**src/rtl/tim_pkg.sv**
```systemverilog
// rtl/tim_pkg.sv - shared types and default widths for the general-purpose timer
// Purpose: counting-mode enum, default parameter values and the mode decoder
//          used by tim_gp.
package tim_pkg;

  typedef enum logic [1:0] {
    TIM_UP     = 2'b00,
    TIM_DOWN   = 2'b01,
    TIM_CENTER = 2'b10
  } tim_mode_e;

  localparam int TIM_CNT_W_DEF  = 16;
  localparam int TIM_PSC_W_DEF  = 16;
  localparam int TIM_NUM_CH_DEF = 2;

  // Encoding 2'b11 is reserved and behaves as edge-up.
  function automatic tim_mode_e tim_decode_mode(input logic [1:0] m);
    case (m)
      2'b01:   return TIM_DOWN;
      2'b10:   return TIM_CENTER;
      default: return TIM_UP;
    endcase
  endfunction

endpackage

```
**src/rtl/tim_prescaler.sv**
```systemverilog
// rtl/tim_prescaler.sv - clock prescaler producing the counter tick
// Purpose: divides clk by (psc_sh+1) while running; psc_sh is the shadowed
//          prescaler value, reloaded whenever load is high.
// Ports:
//   clk, rst_n  clock, asynchronous active-low reset
//   run         prescaler advances only when high
//   ug          software update: restarts the division from zero, suppresses tick
//   load        copy psc into the shadow at this edge (update event or ug)
//   psc         prescaler value from the register file
//   tick        single-cycle count-enable for the counter
module tim_prescaler #(
  parameter int PSC_W = 16
) (
  input  logic             clk,
  input  logic             rst_n,
  input  logic             run,
  input  logic             ug,
  input  logic             load,
  input  logic [PSC_W-1:0] psc,
  output logic             tick
);

  logic [PSC_W-1:0] psc_cnt;
  logic [PSC_W-1:0] psc_sh;
  logic             wrap;

  assign wrap = (psc_cnt == psc_sh);
  // ug wins over a coincident tick so the counter only sees the update.
  assign tick = run & ~ug & wrap;

  always_ff @(posedge clk or negedge rst_n) begin
    if (!rst_n) begin
      psc_cnt <= '0;
      psc_sh  <= '0;
    end else begin
      if (load) psc_sh <= psc;
      if (ug) begin
        psc_cnt <= '0;
      end else if (run) begin
        psc_cnt <= wrap ? '0 : psc_cnt + PSC_W'(1);
      end
    end
  end

endmodule

```
**src/rtl/tim_gp.sv**
```systemverilog
// rtl/tim_gp.sv - general-purpose timer: up/down/center counting, PWM compare, irq
// Purpose: prescaled counter with auto-reload (optionally shadowed), one-pulse
//          mode, NUM_CH PWM-mode-1 compare channels and sticky interrupt flags.
// Ports:
//   clk, rst_n        clock, asynchronous active-low reset
//   en, mode, opm     enable, counting mode, one-pulse mode
//   arpe, psc, arr    ARR preload enable, prescaler, auto-reload
//   ccr               compare values, channel i at [i*CNT_W +: CNT_W]
//   ug                software update pulse
//   uie, ccie         interrupt enables
//   uif_clr, ccif_clr flag clears
//   cnt, dir_o        counter value and direction (1 = down)
//   ch_out            PWM outputs (high while cnt < ccr)
//   uif, ccif, irq    sticky flags and combined interrupt
module tim_gp
  import tim_pkg::*;
#(
  parameter int CNT_W  = TIM_CNT_W_DEF,
  parameter int PSC_W  = TIM_PSC_W_DEF,
  parameter int NUM_CH = TIM_NUM_CH_DEF
) (
  input  logic                    clk,
  input  logic                    rst_n,
  input  logic                    en,
  input  logic [1:0]              mode,
  input  logic                    opm,
  input  logic                    arpe,
  input  logic [PSC_W-1:0]        psc,
  input  logic [CNT_W-1:0]        arr,
  input  logic [NUM_CH*CNT_W-1:0] ccr,
  input  logic                    ug,
  input  logic                    uie,
  input  logic [NUM_CH-1:0]       ccie,
  input  logic                    uif_clr,
  input  logic [NUM_CH-1:0]       ccif_clr,
  output logic [CNT_W-1:0]        cnt,
  output logic                    dir_o,
  output logic [NUM_CH-1:0]       ch_out,
  output logic                    uif,
  output logic [NUM_CH-1:0]       ccif,
  output logic                    irq
);

  localparam logic [CNT_W-1:0] ONE = CNT_W'(1);

  tim_mode_e        mode_d;
  logic             run, tick, uev, load, cnt_wr, opm_done, dir_nxt;
  logic [CNT_W-1:0] arr_sh, arr_act, cnt_nxt;
  logic [CNT_W-1:0] ccr_sh [NUM_CH];

  assign mode_d  = tim_decode_mode(mode);
  assign run     = en & ~opm_done;
  assign arr_act = arpe ? arr_sh : arr;
  assign load    = ug | uev;
  assign cnt_wr  = ug | tick;
  assign irq     = (uif & uie) | (|(ccif & ccie));

  tim_prescaler #(.PSC_W(PSC_W)) u_psc (
    .clk  (clk),
    .rst_n(rst_n),
    .run  (run),
    .ug   (ug),
    .load (load),
    .psc  (psc),
    .tick (tick)
  );

  always_comb begin
    cnt_nxt = cnt;
    dir_nxt = dir_o;
    uev     = 1'b0;
    if (ug) begin
      // ug reloads from the raw arr input, which is also what the shadow takes.
      cnt_nxt = (mode_d == TIM_DOWN) ? arr : '0;
      dir_nxt = (mode_d == TIM_DOWN);
    end else if (tick) begin
      if (arr_act == '0) begin
        cnt_nxt = '0;
        uev     = 1'b1;
        if (mode_d != TIM_CENTER) dir_nxt = (mode_d == TIM_DOWN);
      end else begin
        case (mode_d)
          TIM_DOWN: begin
            dir_nxt = 1'b1;
            if (cnt == '0) begin
              cnt_nxt = arr_act;
              uev     = 1'b1;
            end else begin
              cnt_nxt = cnt - ONE;
            end
          end
          TIM_CENTER: begin
            if (!dir_o) begin
              if (cnt == arr_act) begin
                cnt_nxt = arr_act - ONE;
                dir_nxt = 1'b1;
                uev     = 1'b1;
              end else begin
                cnt_nxt = cnt + ONE;
              end
            end else if (cnt == '0) begin
              cnt_nxt = ONE;
              dir_nxt = 1'b0;
              uev     = 1'b1;
            end else begin
              cnt_nxt = cnt - ONE;
            end
          end
          default: begin
            // cnt above a lowered ARR runs on and wraps through all-ones.
            dir_nxt = 1'b0;
            if (cnt == arr_act) begin
              cnt_nxt = '0;
              uev     = 1'b1;
            end else begin
              cnt_nxt = cnt + ONE;
            end
          end
        endcase
      end
      // One-pulse in center mode parks at 0 rather than turning around.
      if (uev && opm && mode_d == TIM_CENTER) begin
        cnt_nxt = '0;
        dir_nxt = 1'b0;
      end
    end
  end

  always_ff @(posedge clk or negedge rst_n) begin
    if (!rst_n) begin
      cnt      <= '0;
      dir_o    <= 1'b0;
      uif      <= 1'b0;
      ccif     <= '0;
      ch_out   <= '0;
      opm_done <= 1'b0;
      arr_sh   <= '1;
      for (int i = 0; i < NUM_CH; i++) ccr_sh[i] <= '0;
    end else begin
      cnt   <= cnt_nxt;
      dir_o <= dir_nxt;
      uif   <= (uif & ~uif_clr) | load;
      if (load) arr_sh <= arr;
      for (int i = 0; i < NUM_CH; i++) begin
        ccif[i]   <= (ccif[i] & ~ccif_clr[i]) | (cnt_wr && (cnt_nxt == ccr_sh[i]));
        ch_out[i] <= (cnt_nxt < ccr_sh[i]);
        if (load) ccr_sh[i] <= ccr[i*CNT_W +: CNT_W];
      end
      if (!en) opm_done <= 1'b0;
      else if (uev && opm) opm_done <= 1'b1;
    end
  end

endmodule

```
**config.mk**
```make
export PLATFORM = sky130hd
export DESIGN_NAME = tim_gp
export DESIGN_NICKNAME = d
export VERILOG_FILES = /design/src/rtl/tim_pkg.sv /design/src/rtl/tim_prescaler.sv /design/src/rtl/tim_gp.sv
export SDC_FILE = /design/constraint.sdc
export NUM_CORES = 1
export LEC_CHECK = 0
export CAP_MARGIN = 30
export CORE_UTILIZATION = 35
export DETAILED_ROUTE_END_ITERATION = 10
export SYNTH_ARGS = -nofsm -noshare
export SYNTH_HDL_FRONTEND = slang
export SYNTH_SLANG_ARGS = --single-unit
export TNS_END_PERCENT = 10
```
**constraint.sdc**
```tcl
create_clock -name clk -period 4 [get_ports clk]
set_input_delay 1.2 -clock clk [delete_from_list [all_inputs] [get_ports clk]]
set_output_delay 1.2 -clock clk [all_outputs]
set_load 0.05 [all_outputs]
```
# [Word-level counts from Yosys, hierarchy flattened]
# Index checks and enable logic that the tools add are counted.
[totals] register_bits=103 inputBits=78 out_inout_bits=23 elab_cells=93
[op_classes] addsub=4 n_lt_le_gt_ge=2 eq_ne=11 muxes=35 n_bitwise=19 reduce_logical=11
[op_table] cell="16-bit two-way mux" n=14
[op_table] cell="16-bit == test" n=4
[op_table] cell="16-bit by 1-bit adder with 16-bit output (second input constant)" n=2
[op_table] cell="16-bit logical NOT" n=2
[op_table] cell="16-bit less-than comparator" n=2
[op_table] cell="16-bit one-hot mux with 2 select lines" n=1
[op_table] cell="16-bit by 1-bit subtractor with 16-bit output (second input constant)" n=2
[op_table] cell="1-bit two-way mux" n=17
[op_table] cell="1-bit bitwise AND" n=7
[op_table] cell="1-bit OR" n=6
[op_table] cell="1-bit logical AND" n=5
[op_table] cell="1-bit NOT" n=5
[op_table] cell="2-bit by 1-bit == test with 1-bit output (second input constant)" n=2
[op_table] cell="2-bit == test (second input constant)" n=2
[op_table] cell="4-bit by 2-bit != test with 1-bit output (second input constant)" n=1
[op_table] cell="1-bit one-hot mux with 2 select lines" n=2
[op_table] cell="2-bit one-hot mux with 2 select lines" n=1
[op_table] cell="2-bit nonzero test" n=2
[op_table] cell="2-bit bitwise AND" n=1
[op_table] cell="2-bit by 1-bit != test with 1-bit output (second input constant)" n=1
[op_table] cell="2-bit != test (second input constant)" n=1
[op_table] cell="2-bit AND reduction" n=1
[op_table] cell="2-bit OR reduction" n=1

# [Depth between registers and ports, before layout]
[logic_depth] ltp_word=16 mapped_depth=20

# [Modules after synthesis]
# A second synthesis with hierarchy kept.
[unflattened] cells_unflattened=767 hier_area_um2=7577.3
[modules_own_cells] mod="tim_gp" instances=1 cells_each=602 area_each_um2=5836.8 seq_area_each_um2=1796.7
[modules_own_cells] mod="tim_prescaler" instances=1 cells_each=165 area_each_um2=1740.4 seq_area_each_um2=800.8

# [Least setup slack after synthesis]
# Ideal clock, no wire load.
[synth_timing] path_type="input port to flip-flop" startpoint="input port arpe" endpoint="register ch_out[0]" setup_time_ns=0.094 t_arrival_ns=4.636 required_time_ns=3.906 slack_ns=-0.730 stages=18 n_path_buf=3 path_cell_list="buf_2 -> buf_2 -> mux2i_1 -> xnor2_1 -> nor4_1 -> nand4_1 -> clkbuf_1 -> nor2_1 -> a211oi_1 -> o21ai_1 -> ha_1 -> a21o_1 -> a21o_1 -> a21o_1 -> a21o_1 -> a21oi_1 -> a31oi_1 -> a211oi_1"
[synth_via] elab_chain_cells=14 elab_cells_between_ends=22 classes_between="1 x add/sub; 1 x order compare; 1 x eq/ne; 16 x mux; 3 x reduce/logical"
[synth_lines] item="from (decl)" line="tim_gp.sv:27" source="input logic arpe,"
[synth_lines] item="16-bit two-way mux (*)" line="tim_gp.sv:53" source="assign arr_act = arpe ? arr_sh : arr;"
[synth_lines] item="parallel branches: the longest is 9 deep, another holds 16-bit by 1-bit subtractor with 16-bit output"
[synth_lines] item="16-bit two-way mux (*)" line="tim_gp.sv:122" source="if (uev && opm && mode_d == TIM_CENTER) begin"
[synth_lines] item="16-bit two-way mux (*)" line="tim_gp.sv:76" source="end else if (tick) begin"
[synth_lines] item="16-bit two-way mux (*)" line="tim_gp.sv:72" source="if (ug) begin"
[synth_lines] item="net cnt_nxt[9]" line="tim_gp.sv:48" source="logic [CNT_W-1:0] arr_sh, arr_act, cnt_nxt;"
[synth_lines] item="16-bit less-than comparator (*)" line="tim_gp.sv:146" source="ch_out[i] <= (cnt_nxt < ccr_sh[i]);"
[synth_lines] item="to (signal, indexed assignment)" line="tim_gp.sv:146"
[synth_lines] item="to (decl)" line="tim_gp.sv:38" source="output logic [NUM_CH-1:0] ch_out,"
# Mark *: on every way through the listed nets, which the timed path passes. The select of a mux whose other input is x is not followed.
# A chain may end at the register's enable or synchronous reset.

# [Final worst setup path]
[layout_timing] startpoint="input port arr[0]" endpoint="register ch_out[1]"
[layout_via] elab_chain_cells=14 elab_cells_between_ends=23 classes_between="1 x add/sub; 1 x order compare; 1 x eq/ne; 17 x mux; 3 x reduce/logical"
[layout_lines] item="from (decl)" line="tim_gp.sv:29" source="input logic [CNT_W-1:0] arr,"
[layout_lines] item="16-bit two-way mux (*)" line="tim_gp.sv:53"
[layout_lines] item="parallel branches: the longest is 9 deep, another holds 16-bit by 1-bit subtractor with 16-bit output"
[layout_lines] item="16-bit two-way mux (*)" line="tim_gp.sv:122"
[layout_lines] item="16-bit two-way mux (*)" line="tim_gp.sv:76"
[layout_lines] item="16-bit two-way mux (*)" line="tim_gp.sv:72"
[layout_lines] item="net cnt_nxt[9]" line="tim_gp.sv:48"
[layout_lines] item="16-bit less-than comparator (*)" line="tim_gp.sv:146"
# Marked as above.

==> key figures <==
Route
  • Post-DR wirelength/cell: between 15 and 20 µm
  • WL final: between 20000 and 25000 µm
  • Via density per instance: about 5.4
  • Drt drc: 0
  • Routed Antenna Nets: 0
  • 1st-iter DRT viols: 709
  • TritonRoute pass-1 iters: 7
  • DR vias: around 6800

Clock tree
  • CTS Hold Bufs: 0
  • Worst skew pair latency: 360 ps
  • Clock root cell: clkbuf_16
  • H-tree depth: 3
  • Clock Pin Slew Worst Setup and Hold Paths: about 70 ps
  • TritonCTS Buffers: 9
  • CTS Sinks: 103
  • CTS tree: done
  • Clock Path Buffers: 2

Hold path
  • Worst hold path type: register to register
  • Hold wc startpoint: ccr_sh[2]
  • Hold depth: 1
  • WHS Endpoint: ccr_sh[2]

Synthesis
  • Synth async-reset ratio: between 90% and 100%
  • Post-synth top area share: about 30%
  • Post-Synthesis Cells: ~750
  • Top FF cell, synth: dfrtp_1
  • Warning count from the yosys run: 0
  • Top cells by area, synth: dfrtp_1, mux2_1, ha_1
  • Synthesized flop and latch total: 103
  • Sequential area share after synthesis: 35.94%
  • Largest area contributor in the netlist: dfrtp_1
  • Post-synth EDFFs: 0
  • Synthesized area: 7228 µm²
  • Post-Syn Nets: 870
  • Syn avg cell area: about 9.6 µm²
  • Distinct cells, synth: 61

Global routing
  • Largest net degree at the start of global routing: 55
  • Vias in the first global route: 6817
  • Grt total ovfl: 0
  • Initial antenna violation count: 0
  • Global router's overall resource usage: 22.77%
  • First-pass GRT wire length: 37900 µm

Timing
  • Setup TNS: -1472 ps
  • Period utilization: 111.7%
  • Final Hold Vio Count: 0
  • Pins Over Slew Limit: 0
  • Slew HR: 58.53%
  • FMAX: 223.9 MHz
  • Final Worst Setup Slack: -466.3 ps
  • Slew @ Worst Pin: around 620 ps
  • Final setup viols: 4
  • RSZ-0062 raised after global routing: yes
  • Clk_skew: 10.73 ps
  • Fin crit period: about 4500 ps

Critical path
  • R2R Path End: ch_out[1]
  • Crit. End Element: register
  • CP Launch Type: primary input
  • Max FO, Critical Path: 4
  • Data arrival, critical path: 4730 ps
  • Critical path class: primary input to register
  • Reg2reg path depth: 17
  • Reg2Reg Setup Slack: -70 ps
  • Worst Path Required: 4270 ps
  • Critical Path Source: arr[0]
  • Reg2reg start: cnt[1]

Floorplanning
  • Die area: 21230 µm²
  • Width of the chip: 145.7 µm
  • Top-level port count: 101
  • Core Region: 20230 µm²
  • Initial Util: 35.72%
  • Die H: roughly 150 µm
  • Placement row count: 52

Pwr
  • Leakage power: ~4.5 nW
  • Overall power: 0.003060 W
  • Peak supply drop: about 240 µV
  • Cell Pwr Density: 300.0 nW/µm²

Layout
  • Reg area: 2597 µm²
  • # diodes: 0
  • Non-filler cells, final: 1259
  • Commonest non-fill, non-tap cell in the layout: buf_4
  • Final Net Count: 1102
  • Multi-input logic area: 4442 µm²
  • Commonest cells after routing, fill and taps aside: buf_4, dfrtp_1, clkdlybuf4s50_1, mux2_1, xnor2_1
  • Area growth syn-to-layout: 41.11%
  • Fill count: 1859
  • Share of layout cells above drive strength 1: between 20% and 30%
  • Post-route cell area: between 10000 and 15000 µm²

Placed design
  • Worst slack, placed: -1351 ps
  • Dpl cells: 1234
  • Detailed placer's ending HPWL: 18170 µm
  • Gpl congestion: 0.9672
  • Port Buf Inserts: 100
  • Area after DPL: 9590 µm²

Outcome
  • Status: finished with violations
  • Failing checks: setup timing

Flow run
  • Max cap viols: 0
## state kept, by name, indices dropped and copies added (netlist names)
register       count
ccr_sh            32
uif                1
u_psc.psc_cnt     16
arr_sh            16
ccif               2
u_psc.psc_sh      16
dir_o              1
cnt               16
ch_out             2
opm_done           1
## power by group
part	switching, W	internal [W]	total, W	leakage [nW]
Sequential	0.0000536	0.00113	0.00119	1.25
Clock	0.000418	0.000509	0.000927	0.147
Combinational	0.000487	0.000459	0.000946	3.09
Total	0.000959	0.00210	0.00306	4.48
## routing by layer
metal / global-route usage [%] / vias up / part of all wire (%)
met5: 0 / - / 0
met4: 5.263 / 0 / 1.2
met3: 3.072 / 20 / 6.2
met2: 35.17 / 237 / 45
met1: 33.56 / 3318 / 48
li1: - / 3218 / -
## metrics by stage
stage          util, %  hold WS [ps]
3_5_place_dp     47.40         475.9
4_1_cts          49.89         493.2
5_1_grt          50.41         503.7
6_report         50.41         487.1
3_3_place_gp     47.40         466.7
2_1_floorplan        -         458.1
## worst max-delay path, stage by stage
cell and delay [ps]:
clkdlybuf4s50_1 450, mux2i_2 250, xnor2_1 140, nor4_1 310, nand4_1 260, buf_4 210, a21o_1 170, nand3_2 90
o21ai_1 80, buf_4 170, ha_1 290, a21o_1 160, a21o_1 170, a21o_1 180, a21o_1 180, a21oi_2 160
a31oi_1 100, a211oi_1 180
## layout make-up
| type | count | area share, % |
|---|---|---|
| multi-input cells | 562 | 43.55 |
| well taps | 270 | 3.312 |
| clock buffers | 11 | 2.380 |
| repair buffers | 264 | 23.05 |
| flip-flops and latches | 103 | 25.47 |
| inverters | 44 | 1.619 |
| clock inverters | 5 | 0.6256 |
## cells by family after synthesis
logic type	share of synthesized area, %
compound gates	16.72
xor+xnor	8.240
fa+ha+maj	6.924
buf+inv	5.262
flops	35.94
mux	12.52
simple gates	14.40
## worst max path at each step
| stage | endpoint | slack, ps | cells after the start |
|---|---|---|---|
| 2_1_floorplan | ch_out[0] | -700 | 16 |
| 3_5_place_dp | ch_out[0] | -1350 | 19 |
| 3_3_place_gp | ch_out[0] | -1270 | 21 |
| 5_1_grt | ch_out[0] | -660 | 18 |
| 6_report | ch_out[1] | -470 | 18 |
| 4_1_cts | ch_out[1] | -470 | 17 |
## timing repair
action	in CTS	in global routing
buffers inserted	4	4
setup endpoints to repair	10	4
pin swaps	17	13
gates cloned	1	0
resized for setup	50	13
endpoints found under the hold margin	0	0
## cell usage after synthesis, drive strengths merged (6+ instances only)
cell / n
xor2: 15
a31oi: 11
o21ai: 48
o32ai: 6
nand2b: 7
dfrtp: 87
nor3: 17
dfstp: 16
and3: 11
nor4: 10
clkbuf: 31
xnor2: 53
a22o: 7
and2: 6
mux2: 67
a21o: 14
nor2: 30
a22oi: 9
nand4: 18
ha: 40
a211oi: 10
nand3: 24
nand2: 41
inv: 44
nor2b: 7
a21oi: 21
o31ai: 10
buf: 12
mux2i: 15
Note: power is estimated with default switching activity, not from simulation.
